===== src/rtl/mux_scan_pkg.sv =====
// Shared types and widths for the 32:1 mux scan controller and its bank decoder.
package mux_scan_pkg;

    localparam int SEL_W       = 3;
    localparam int CH_PER_BANK = 8;
    localparam int CNT_W       = 4;

    typedef enum logic [1:0] {
        ST_IDLE,
        ST_SETTLE,
        ST_SAMPLE,
        ST_FINISH
    } state_t;

endpackage


===== src/rtl/mux_bank_decode.sv =====
// Bank index to active-low one-hot enable; i_force_off turns every bank off.
module mux_bank_decode #(
    parameter int NUM_BANKS = 4,
    parameter int BANK_W    = 2
) (
    input  logic [BANK_W-1:0]    i_bank,
    input  logic                 i_force_off,
    output logic [NUM_BANKS-1:0] o_en_l
);

    always_comb begin
        o_en_l = '1;
        if (!i_force_off) begin
            for (int b = 0; b < NUM_BANKS; b++) begin
                if (i_bank == BANK_W'(b)) begin
                    o_en_l[b] = 1'b0;
                end
            end
        end
    end

endmodule


===== src/rtl/mux_scan_ctrl.sv =====
// Sequential scan of a banked 32:1 mux: select, settle, sample each channel, report the word.
//
//   state      | meaning
//   -----------+-------------------------------------------------------
//   ST_IDLE    | all banks off, waiting for i_start
//   ST_SETTLE  | select/enable held while the analog path settles
//   ST_SAMPLE  | capture i_y for the current channel, advance or finish
//   ST_FINISH  | publish capture to o_q, pulse o_done on the next edge
module mux_scan_ctrl
    import mux_scan_pkg::*;
#(
    parameter int NUM_BANKS = 4,
    parameter int SETTLE    = 2
) (
    input  logic                             i_clk,
    input  logic                             i_reset,
    input  logic                             i_start,
    input  logic                             i_abort,
    input  logic                             i_y,
    output logic [SEL_W-1:0]                 o_s,
    output logic [NUM_BANKS-1:0]             o_en_l,
    output logic                             o_busy,
    output logic                             o_done,
    output logic [CH_PER_BANK*NUM_BANKS-1:0] o_q
);

    localparam int NUM_CH = CH_PER_BANK * NUM_BANKS;
    localparam int CH_W   = $clog2(NUM_CH);
    localparam int BANK_W = CH_W - SEL_W;

    localparam logic [CH_W-1:0]  LAST_CH = CH_W'(NUM_CH - 1);
    localparam logic [CNT_W-1:0] CNT_END = CNT_W'(SETTLE - 1);

    state_t                r_state;
    logic [CH_W-1:0]       r_ch;
    logic [CNT_W-1:0]      r_cnt;
    logic [NUM_CH-1:0]     r_cap;
    logic [SEL_W-1:0]      r_s;
    logic [NUM_BANKS-1:0]  r_en_l;
    logic                  r_busy;
    logic                  r_done;
    logic [NUM_CH-1:0]     r_q;

    state_t                w_state_nxt;
    logic [CH_W-1:0]       w_ch_nxt;
    logic [CNT_W-1:0]      w_cnt_nxt;
    logic [NUM_CH-1:0]     w_cap_nxt;
    logic [NUM_CH-1:0]     w_q_nxt;
    logic                  w_done_nxt;
    logic                  w_off;
    logic [SEL_W-1:0]      w_s_nxt;
    logic                  w_busy_nxt;
    logic [NUM_BANKS-1:0]  w_en_l_nxt;

    always_comb begin
        w_state_nxt = r_state;
        w_ch_nxt    = r_ch;
        w_cnt_nxt   = r_cnt;
        w_cap_nxt   = r_cap;
        w_q_nxt     = r_q;
        w_done_nxt  = 1'b0;

        case (r_state)
            ST_IDLE: begin
                // r_done marks the completion cycle, where a new start is refused
                if (i_start && !r_done) begin
                    w_state_nxt = ST_SETTLE;
                    w_ch_nxt    = '0;
                    w_cnt_nxt   = '0;
                    w_cap_nxt   = '0;
                end
            end
            ST_SETTLE: begin
                if (i_abort) begin
                    w_state_nxt = ST_IDLE;
                    w_ch_nxt    = '0;
                    w_cnt_nxt   = '0;
                    w_cap_nxt   = '0;
                end else begin
                    w_cnt_nxt = r_cnt + CNT_W'(1);
                    if (r_cnt == CNT_END) begin
                        w_state_nxt = ST_SAMPLE;
                    end
                end
            end
            ST_SAMPLE: begin
                if (i_abort) begin
                    w_state_nxt = ST_IDLE;
                    w_ch_nxt    = '0;
                    w_cnt_nxt   = '0;
                    w_cap_nxt   = '0;
                end else begin
                    w_cap_nxt[r_ch] = i_y;
                    if (r_ch == LAST_CH) begin
                        w_state_nxt = ST_FINISH;
                    end else begin
                        w_state_nxt = ST_SETTLE;
                        w_ch_nxt    = r_ch + CH_W'(1);
                        w_cnt_nxt   = '0;
                    end
                end
            end
            ST_FINISH: begin
                w_state_nxt = ST_IDLE;
                w_q_nxt     = r_cap;
                w_done_nxt  = 1'b1;
                w_ch_nxt    = '0;
                w_cnt_nxt   = '0;
            end
            default: begin
                w_state_nxt = ST_IDLE;
            end
        endcase
    end

    // Banks go dark as soon as the last sample is taken, keeping every dwell equal.
    assign w_off      = (w_state_nxt == ST_IDLE) || (w_state_nxt == ST_FINISH);
    assign w_s_nxt    = w_off ? '0 : w_ch_nxt[SEL_W-1:0];
    assign w_busy_nxt = (w_state_nxt != ST_IDLE);

    mux_bank_decode #(
        .NUM_BANKS (NUM_BANKS),
        .BANK_W    (BANK_W)
    ) u_bank_decode (
        .i_bank      (w_ch_nxt[CH_W-1:SEL_W]),
        .i_force_off (w_off),
        .o_en_l      (w_en_l_nxt)
    );

    always_ff @(posedge i_clk) begin
        if (i_reset) begin
            r_state <= ST_IDLE;
            r_ch    <= '0;
            r_cnt   <= '0;
            r_cap   <= '0;
            r_s     <= '0;
            r_en_l  <= '1;
            r_busy  <= 1'b0;
            r_done  <= 1'b0;
            r_q     <= '0;
        end else begin
            r_state <= w_state_nxt;
            r_ch    <= w_ch_nxt;
            r_cnt   <= w_cnt_nxt;
            r_cap   <= w_cap_nxt;
            r_s     <= w_s_nxt;
            r_en_l  <= w_en_l_nxt;
            r_busy  <= w_busy_nxt;
            r_done  <= w_done_nxt;
            r_q     <= w_q_nxt;
        end
    end

    assign o_s    = r_s;
    assign o_en_l = r_en_l;
    assign o_busy = r_busy;
    assign o_done = r_done;
    assign o_q    = r_q;

endmodule


===== config.mk =====
export PLATFORM = sky130hd
export DESIGN_NAME = mux_scan_ctrl
export DESIGN_NICKNAME = d
export VERILOG_FILES = /design/src/rtl/mux_scan_pkg.sv /design/src/rtl/mux_bank_decode.sv /design/src/rtl/mux_scan_ctrl.sv
export SDC_FILE = /design/constraint.sdc
export NUM_CORES = 1
export LEC_CHECK = 0
export ABC_AREA = 1
export BUFFER_PORTS_ARGS = -buffer_cell sky130_fd_sc_hd__buf_2
export CAP_MARGIN = 0
export CORE_MARGIN = 3
export CORE_UTILIZATION = 55
export DETAILED_ROUTE_END_ITERATION = 8
export PLACE_DENSITY = 0.76
export SETUP_SLACK_MARGIN = 0.02
export SYNTH_ARGS = -nofsm -noshare
export SYNTH_HDL_FRONTEND = slang
export SYNTH_SLANG_ARGS = --single-unit

===== constraint.sdc =====
create_clock -name i_clk -period 3.96 [get_ports i_clk]
set_input_delay 0 -clock i_clk [delete_from_list [all_inputs] [get_ports i_clk]]
set_output_delay 0 -clock i_clk [all_outputs]
set_load 0.05 [all_outputs]

==> results of run 1 <==
critical path, cell delays in order, from the launching register on:
cell and delay [ps]:
dfxtp_1 460, ha_1 390, nand2_1 130, nor2_1 200, nand2_2 120, nand2_1 120
nand2_1 70, ha_1 270, inv_1 40, nor2_1 210, inv_1 110, nor2_1 160
nand2_1 70
sequential cells by signal, indices dropped and copies added, names as in the netlist:
name     cells
o_q         32
r_ch         5
o_busy       1
o_s          3
o_en_l       4
r_cnt        4
o_done       1
r_cap       32
r_state      2
logic make-up after synthesis:
family                   count (synthesis)  synth area share [%]
AO/OA/AOI/OAI                           76                 10.24
AND/OR/NAND/NOR                        310                 34.58
flip-flops                              84                 44.09
buffers and inverters                   74                 8.793
adder cells (fa/ha/maj)                  7                 2.296
worst paths after layout:
path	cells past startpoint	endpoint	slack [ps]
min reg2reg	2	r_cap[12]	460
max	12	o_en_l[0]	1500
max reg2reg	12	o_en_l[0]	1500
min	4	r_cnt[0]	80
cells in the final DEF, fill, tap and decap left out, drive strengths merged:
master	synthesis	layout
nand3	25	25
o21ai	35	35
dfxtp	84	84
or2	2	2
clkinv	1	2
a21oi	40	40
nand4	30	30
nand2	162	162
buf	21	46
clkbuf	14	12
ha	7	7
inv	38	38
nor2	91	91
bufinv	0	1
o211ai	1	1
layer usage:
metal	GRT usage [%]	share of wire [%]
met5	0	0
met4	8.931	1.8
met2	34.29	45
met1	28.13	49
met3	3.687	3.9
power by group through the flow:
stage / Clock (uW) / Sequential (uW) / Combinational, uW
detailed placement: 0 / 871 / 86.6
floorplan: 0 / 879 / 65.1
finish: 593 / 851 / 87.2
global placement: 0 / 870 / 85.7
global route: 642 / 851 / 99.5
CTS: 608 / 851 / 87.6
area by class of cell:
type	count	area [um^2]	share of cell area [%]
timing repair buffer	46	232.7	5.616
multi-input combinational	393	1797	43.36
clock buffer	12	155.1	3.744
sequential	84	1682	40.58
tap	77	96.34	2.325
clock inverter	2	35.03	0.8454
inverter	39	146.4	3.533
per-stage QoR:
stage | setup WS, ps | hold WS [ps] | util [%] | cells | total power (uW)
4_1_cts | 1512 | 74.31 | 63.45 | 653 | 1547
5_1_grt | 1282 | 104.9 | 63.45 | 653 | 1592
2_1_floorplan | 1958 | 171.8 | - | 551 | 944.3
3_3_place_gp | 1751 | 435.5 | 60.54 | 639 | 956.1
6_report | 1502 | 81.97 | 63.45 | 653 | 1531
3_5_place_dp | 1517 | 438.0 | 60.54 | 639 | 957.2
==> impl_metrics.tcl, run 1 <==
set metrics [dict create \
    fillers 617 \
    hold_viol_final 0 \
    netlist-cell-type-count 24 \
    endpoint_kind "register" \
    ioPinCount 46 \
    routabilityCongestion 0.9006 \
    synthCells 551 \
    powerDensity_nw_per_um2 369.6 \
    regToRegStartpoint "r_ch[1]" \
    status "finished clean" \
    critPathKind "register to register" \
    dp_hpwl_um 5318 \
    cp.required_ps 4200 \
    power_switching_uw 343.0 \
    cp-start-kind "register" \
    globalRouteTotalUtil_pct 21.28 \
    worst_pin_slew_ps 906.3 \
    num_vias 3431 \
    final_nets 585 \
    netlist_area_um2 3814 \
    crit_arrival_ps 2700 \
    synthesis.nets 563 \
    synth_top_area_share_pct 44.09 \
    design.die.area_um2 7969 \
    dr.pass1.iters 5 \
    root_buffer "clkbuf_8" \
    slew_headroom_pct 39.51 \
    worstHoldPathType "input pin to register" \
    cts_made_buffers 9 \
    grt_max_degree 46 \
    grt_pass1_vias 3009 \
    port_buffers 45 \
    clkSinkCount 84 \
    drive_gt1_share_pct 12.67 \
    cp-startpoint "r_ch[1]" \
    worstPathMaxFanout 9 \
    chipWidth_um 89.27 \
    synth_edf_count 0 \
    cap_violations 0 \
    finClkSkew_ps 5.476 \
    synth_most_common_cell "nand2_1" \
    yosysWarnings 0 \
    rsz0062_at_grt "no" \
    ys_top_cells_by_count "nand2_1 (160), nor2_1 (87), dfxtp_1 (84), a21oi_1 (39), inv_1 (35)" \
    syn_area_per_cell_um2 6.921 \
    synth_top_area_cell "dfxtp_1" \
    setup_tns_ps 0 \
    slew_viol_final 0 \
    placed_area_um2 3954 \
    stdcell_area_um2 4144 \
    synth_area_leaders "dfxtp_1 (44%), nand2_1 (16%), nor2_1 (8.6%)" \
    clkPwrFrac_pct 38.7 \
    area_delta_synth_final_pct 8.661 \
    netSwitchingFraction_pct 22.40 \
    yosysSeqAreaShare_pct 44.09 \
    cts_tree "done" \
    core.rowCount 29 \
    combPwrFrac_pct 5.7 \
    post_drt_wl_per_cell_um 12.20 \
    clk_pin_slew_ps 70 \
    core_area_um2 6531 \
    diodes 0 \
    die_y_um 89.27 \
    period_needed_ps 2458 \
    leakage_uw 0.001846 \
    final_antenna_net_count 0 \
    p_seq_share_pct 55.6 \
    synth_ff_type "dfxtp_1" \
    grt_pass1_wl_um 13500 \
    drcViolationCount 0 \
    htreeDepth 3 \
    start_util_pct 58.39 \
    clock.fmax_mhz 406.8 \
    ir_worst_vdd_mv 0.2575 \
    ys_async_sr_fraction_pct 0 \
    postCtsSetupBuffers 0 \
    insertion_delay_ps 350 \
    power.internal_uw 1188 \
    holdCritStartpoint "i_abort" \
    clk_path_buf_depth 2 \
    ys_seq_elements 84 \
    routed_wl_um 7967 \
    drtIter0Drc 338 \
    cts_resized 0 \
    vias_per_cell 5.254 \
    cts_hold_buffers 0 \
    grt.overflow.total 0 \
    fin_crit_sh_pct 62.08 \
    antenna_found_initial 0 \
    setup_viol 0 \
]
Power figures use the tool's default switching activity.
==> run 2: changes to the inputs <==
Settings changed: CORE_UTILIZATION 55 to 52, PLACE_DENSITY 0.76 to 0.75.
Clock period 3.96 ns to 2.08 ns, I/O delays scaled along.
==> run 2 against run 1 <==
Against the previous run: first-iteration DRC count fell by 7.7%; worst hold slack got worse by 6.2 ps; routed wire length up 9.1%; critical path type unchanged; critical endpoint unchanged; setup slack worse by 1300 ps; critical path depth unchanged; fmax is 33% higher.
==> impl_metrics.tcl, run 2 (synthesis gave the netlist of run 1 again) <==
set metrics [dict create \
    grt_max_degree 45 \
    grt_pass1_vias 3323 \
    finClkSkew_ps 6.634 \
    drive_gt1_share_pct 15.68 \
    design.die.area_um2 8398 \
    drtIter0Drc 312 \
    leakage_uw 0.001934 \
    final_common_cell "nand2_1" \
    slew_viol_final 0 \
    worstPathMaxFanout 6 \
    ir_worst_vdd_mv 0.2972 \
    layout_setup_ws_ps 226.3 \
    hold_viol_final 0 \
    final_antenna_net_count 0 \
    final_core_utilization_pct 62.16 \
    period_needed_ps 1854 \
    status "finished clean" \
    insertion_delay_ps 350 \
    crit_top_cell "nand2_1" \
    drcViolationCount 0 \
    cts_tree "done" \
    num_vias 3571 \
    globalRouteTotalUtil_pct 21.90 \
    dr.pass1.iters 5 \
    regToRegStartpoint "r_ch[0]" \
    holdCritStartpoint "i_abort" \
    routabilityCongestion 0.8893 \
    cp.required_ps 2340 \
    cp-startpoint "r_ch[0]" \
    min_path_cells 4 \
    antenna_found_initial 0 \
    cap_violations 0 \
    rsz0062_at_grt "no" \
    powerDensity_nw_per_um2 680.7 \
    clkSinkCount 84 \
    crit_arrival_ps 2110 \
    fillers 637 \
    cpPeakStageDelay_ps 380 \
    mostFrequentLayoutCells "nand2_1 (160), nor2_1 (85), dfxtp_1 (83)" \
    area_delta_synth_final_pct 13.19 \
    total_power_uw 2938 \
    root_buffer "clkbuf_8" \
    clock.fmax_mhz 539.5 \
    grt.overflow.total 0 \
    slew_headroom_pct 47.57 \
    final_nets 602 \
    pre_cts_ws_ps 92.38 \
    r2r_cells 12 \
    worst_pin_slew_ps 785.6 \
    cp-start-kind "register" \
    chipWidth_um 91.64 \
    fin_crit_sh_pct 89.12 \
    worstPathCellList "ha_1, nand2_1, nor2_2, nand2_2, nand2_1, nand2_1, ha_1, inv_1, nor2_1, inv_1, nor2_2, nand2_1" \
    worstHoldPathType "input pin to register" \
    grt_pass1_wl_um 14970 \
    start_util_pct 54.92 \
    htreeDepth 3 \
    core.rowCount 30 \
    core_area_um2 6944 \
    clk_pin_slew_ps 80 \
    endpoint_kind "register" \
    ioPinCount 46 \
    cts_made_buffers 9 \
    routed_wl_um 8693 \
    post_drt_wl_per_cell_um 12.62 \
    port_buffers 45 \
    crit_slowest_cell "dfxtp_4" \
    die_y_um 91.64 \
    cts_hold_buffers 0 \
    clk_path_buf_depth 2 \
    diodes 0 \
    setup_tns_ps 0 \
    critPathKind "register to register" \
    vias_per_cell 5.183 \
    dp_hpwl_um 5594 \
    setup_viol 0 \
]
## run 2: worst max-delay path, delay by kind of cell (launching register included)
family        cells  cell delay, ps
fa+ha+maj         2             450
flops             1             380
simple gates      8             800
buf+inv           2             120
## run 2: layout make-up
cell class / count / area [um^2] / area share [%]
Clock buffer: 12 / 155.1 / 3.594
Multi-Input combinational cell: 393 / 1802 / 41.74
Tap cell: 96 / 120.1 / 2.783
Inverter: 39 / 146.4 / 3.391
Timing Repair Buffer: 63 / 372.9 / 8.638
Clock inverter: 2 / 35.03 / 0.8116
Sequential cell: 84 / 1685 / 39.04
## run 2: timing repair
item	in CTS	in global routing
endpoints found under the setup margin	0	6
hold endpoints to repair	0	0
setup buffers	0	3
gates resized for setup	0	4
## run 2: worst paths after layout
path                    end  slack [ps]
hold reg to reg   r_cap[30]         460
hold / removal     r_cnt[0]          80
setup reg to reg  o_en_l[0]         230
setup / recovery  o_en_l[0]         230
## run 2: per-stage QoR
stage,hold slack (ps),instance area (um^2),std cells
finish,75.79,4317,689
CTS,65.72,4285,686
floorplan,171.8,3814,551
global placement,439.0,4095,672
detailed placement,448.6,4095,672
global route,80.87,4317,689
## run 2: power breakdown
part | internal [uW] | switching (uW) | total [uW]
Combinational | 47.6 | 126 | 173
Sequential | 1610 | 5.33 | 1620
Clock | 606 | 540 | 1150
## run 2: layer usage
metal	GRT usage [%]	routed length [um]	up-vias
met5	0	0	-
met4	11.31	245	0
met3	4.840	463	24
met2	36.03	4010	113
met1	26.78	3974	1597
li1	-	-	1837
==> run 3: changes to the inputs <==
Settings changed: PLACE_DENSITY 0.75 to 0.8, SYNTH_HIERARCHICAL from default to 1.
==> run 3 against run 2 <==
Against the previous run: setup slack got worse by 30 ps; synthesized area increased by 0.92%; highest routed layer unchanged; critical path depth decreased by 1; via count decreased by 0.45%; clock power decreased by 9%; critical path type unchanged; largest cell class unchanged; largest power group unchanged; synthesized cell count decreased by 1.8%; clock-buffer cell count unchanged; first-iteration DRC count decreased by 42%; clock skew increased by 2.0 ps.
==> impl_metrics.tcl, run 3 <==
set metrics [dict create \
    status "finished clean" \
    cap_violations 0 \
    worst_pin_slew_ps 755.6 \
    layout_setup_ws_ps 196.7 \
    fin_crit_sh_pct 90.54 \
    power.internal_uw 2158 \
    path_delay_family "simple AND/OR/NAND/NOR gates" \
    cp-startpoint "r_ch[1]" \
    cp-start-kind "register" \
    rsz0062_at_grt "no" \
    powerDensity_nw_per_um2 660.2 \
    final_common_cell "nand2_1" \
    drtIter0Drc 181 \
    mostFrequentLayoutCells "nand2_1 (145), dfxtp_1 (84), nor2_1 (81)" \
    hold_viol_final 0 \
    path_buf_inv 1 \
    worstHoldPathType "input pin to register" \
    synth_ff_type "dfxtp_1" \
    leakage_uw 0.001787 \
    yosysSeqAreaShare_pct 43.69 \
    dpl.cell_count 664 \
    fin_cells 679 \
    period_needed_ps 1883 \
    synthCells 541 \
    cp.required_ps 2330 \
    clk_path_buf_depth 2 \
    synth_top_area_share_pct 43.69 \
    post_drt_wl_per_cell_um 12.25 \
    clock.fmax_mhz 531.0 \
    holdCritStartpoint "i_abort" \
    design.die.area_um2 8470 \
    netlist-cell-type-count 22 \
    worstPathCellList "ha_1, nand2_1, nor2_2, nand2_2, nand2_1, nand2_1, ha_1, inv_1, nor2_2, nand2_1, or2_2" \
    crit_top_cell "nand2_1" \
    postCtsSetupBuffers 0 \
    finClkSkew_ps 8.636 \
    ys_top_cells_by_count "nand2_1 (145), dfxtp_1 (84), nor2_1 (83), a21oi_1 (34)" \
    core.rowCount 30 \
    netSwitchingFraction_pct 24.20 \
    grt_use_met1_pct 26.26 \
    slew_headroom_pct 49.57 \
    power_switching_uw 688.8 \
    drive_gt1_share_pct 19.04 \
    pre_cts_ws_ps 121.7 \
    chipWidth_um 92.03 \
    diodes 0 \
    combPwrFrac_pct 6.2 \
    yosysWarnings 6 \
    min_path_cells 4 \
    netlist_area_um2 3849 \
    setup_tns_ps 0 \
    routed_wl_um 8319 \
    port_buffers 45 \
    area_delta_synth_final_pct 12.03 \
    synthesis.nets 553 \
    cts_hold_buffers 0 \
    setup_viol 0 \
    grt_pass1_wl_um 14080 \
    grt_use_met3_pct 3.774 \
    synth_top_area_cell "dfxtp_1" \
    clkSinkCount 84 \
    clk_pin_slew_ps 80 \
    cpPeakStageDelay_ps 340 \
    die_y_um 92.03 \
    crit_arrival_ps 2130 \
    synth_edf_count 0 \
    synth_area_leaders "dfxtp_1 (44%), nand2_1 (14%), nor2_1 (8.1%)" \
    r2r_cells 11 \
    cts_tree "done" \
    p_seq_share_pct 56.9 \
    syn_area_per_cell_um2 7.114 \
    synth_most_common_cell "nand2_1" \
    ir_worst_vdd_mv 0.3904 \
    cp.depth 11 \
    slew_viol_final 0 \
    critPathKind "register to register" \
    vias_per_cell 5.236 \
    globalRouteMet2Util_pct 33.03 \
    grt_busiest_layer "met2" \
    routabilityCongestion 0.8936 \
    ys_async_sr_fraction_pct 0 \
    htreeDepth 3 \
    crit_slowest_cell "dfxtp_1" \
    dp_hpwl_um 5551 \
    ioPinCount 46 \
    drcViolationCount 0 \
    insertion_delay_ps 360 \
    worstPathMaxFanout 5 \
    dr.pass1.iters 5 \
    cts_resized 0 \
    final_antenna_net_count 0 \
    globalRouteTotalUtil_pct 20.42 \
    grt_pass1_vias 3162 \
    core_area_um2 6982 \
    clkPwrFrac_pct 36.9 \
    antenna_found_initial 0 \
    grt_max_degree 49 \
    root_buffer "clkbuf_8" \
    num_vias 3555 \
    final_nets 591 \
    grt.overflow.total 0 \
    regToRegStartpoint "r_ch[1]" \
    endpoint_kind "register" \
    start_util_pct 55.13 \
    ys_seq_elements 84 \
    cts_made_buffers 9 \
]
run 3: cell count changes after synthesis, sizes merged:
| cell | delta |
|---|---|
| a21boi | +1 |
| nor2 | -2 |
| clkbuf | +5 |
| nand4 | +3 |
| inv | -14 |
| o21ai | -2 |
| clkinv | -1 |
| nand2 | -13 |
| or2 | +4 |
| nand3 | +9 |
run 3: worst paths after layout:
kind                            slack (ps)        end
worst max-delay path                   200  o_en_l[1]
worst min-delay path                    10   r_cnt[0]
worst max register to register         200  o_en_l[1]
worst min register to register         460  r_cap[11]
run 3: kinds of logic after synthesis:
family	after synthesis	share of synthesized area (%)
fa+ha+maj	7	2.276
simple gates	311	35.27
compound gates	75	10.47
buf+inv	64	8.290
flops	84	43.69
run 3: per-stage QoR:
step                      hold slack, ps  area [um^2]  util [%]  power [uW]
after floorplan                    157.5         3849         -        1803
after global placement             367.6         4130     59.16        1829
after detailed placement           378.8         4130     59.16        1834
after CTS                          3.899         4307     61.68        2872
after global routing               40.21         4312     61.76        2969
final                              10.16         4312     61.76        2847
run 3: tightest hold or removal path, delay by kind of cell:
family | cells | cell delay (ps)
compound gates | 1 | 60
buf+inv | 1 | 130
simple gates | 2 | 120
run 3: area by class of cell:
class / instances / area (um^2)
Clock inverter: 3 / 21.27
Timing Repair Buffer: 67 / 390.4
Sequential cell: 84 / 1682
Tap cell: 96 / 120.1
Multi-Input combinational cell: 393 / 1853
Fill cell: 684 / 2670
Clock buffer: 12 / 155.1
Inverter: 24 / 90.09
run 3: power by group through the flow:
stage	registers, uW	logic, uW	clock network [uW]
floorplan	1670	129	0
global placement	1660	173	0
detailed placement	1660	177	0
CTS	1620	178	1080
global route	1620	202	1150
finish	1620	178	1050
run 3: per-layer routing:
| metal | vias up | share of wire (%) |
|---|---|---|
| li1 | 1828 | - |
| met1 | 1619 | 48 |
| met2 | 95 | 45 |
| met3 | 13 | 5.2 |
| met4 | 0 | 2.0 |
| met5 | - | 0 |
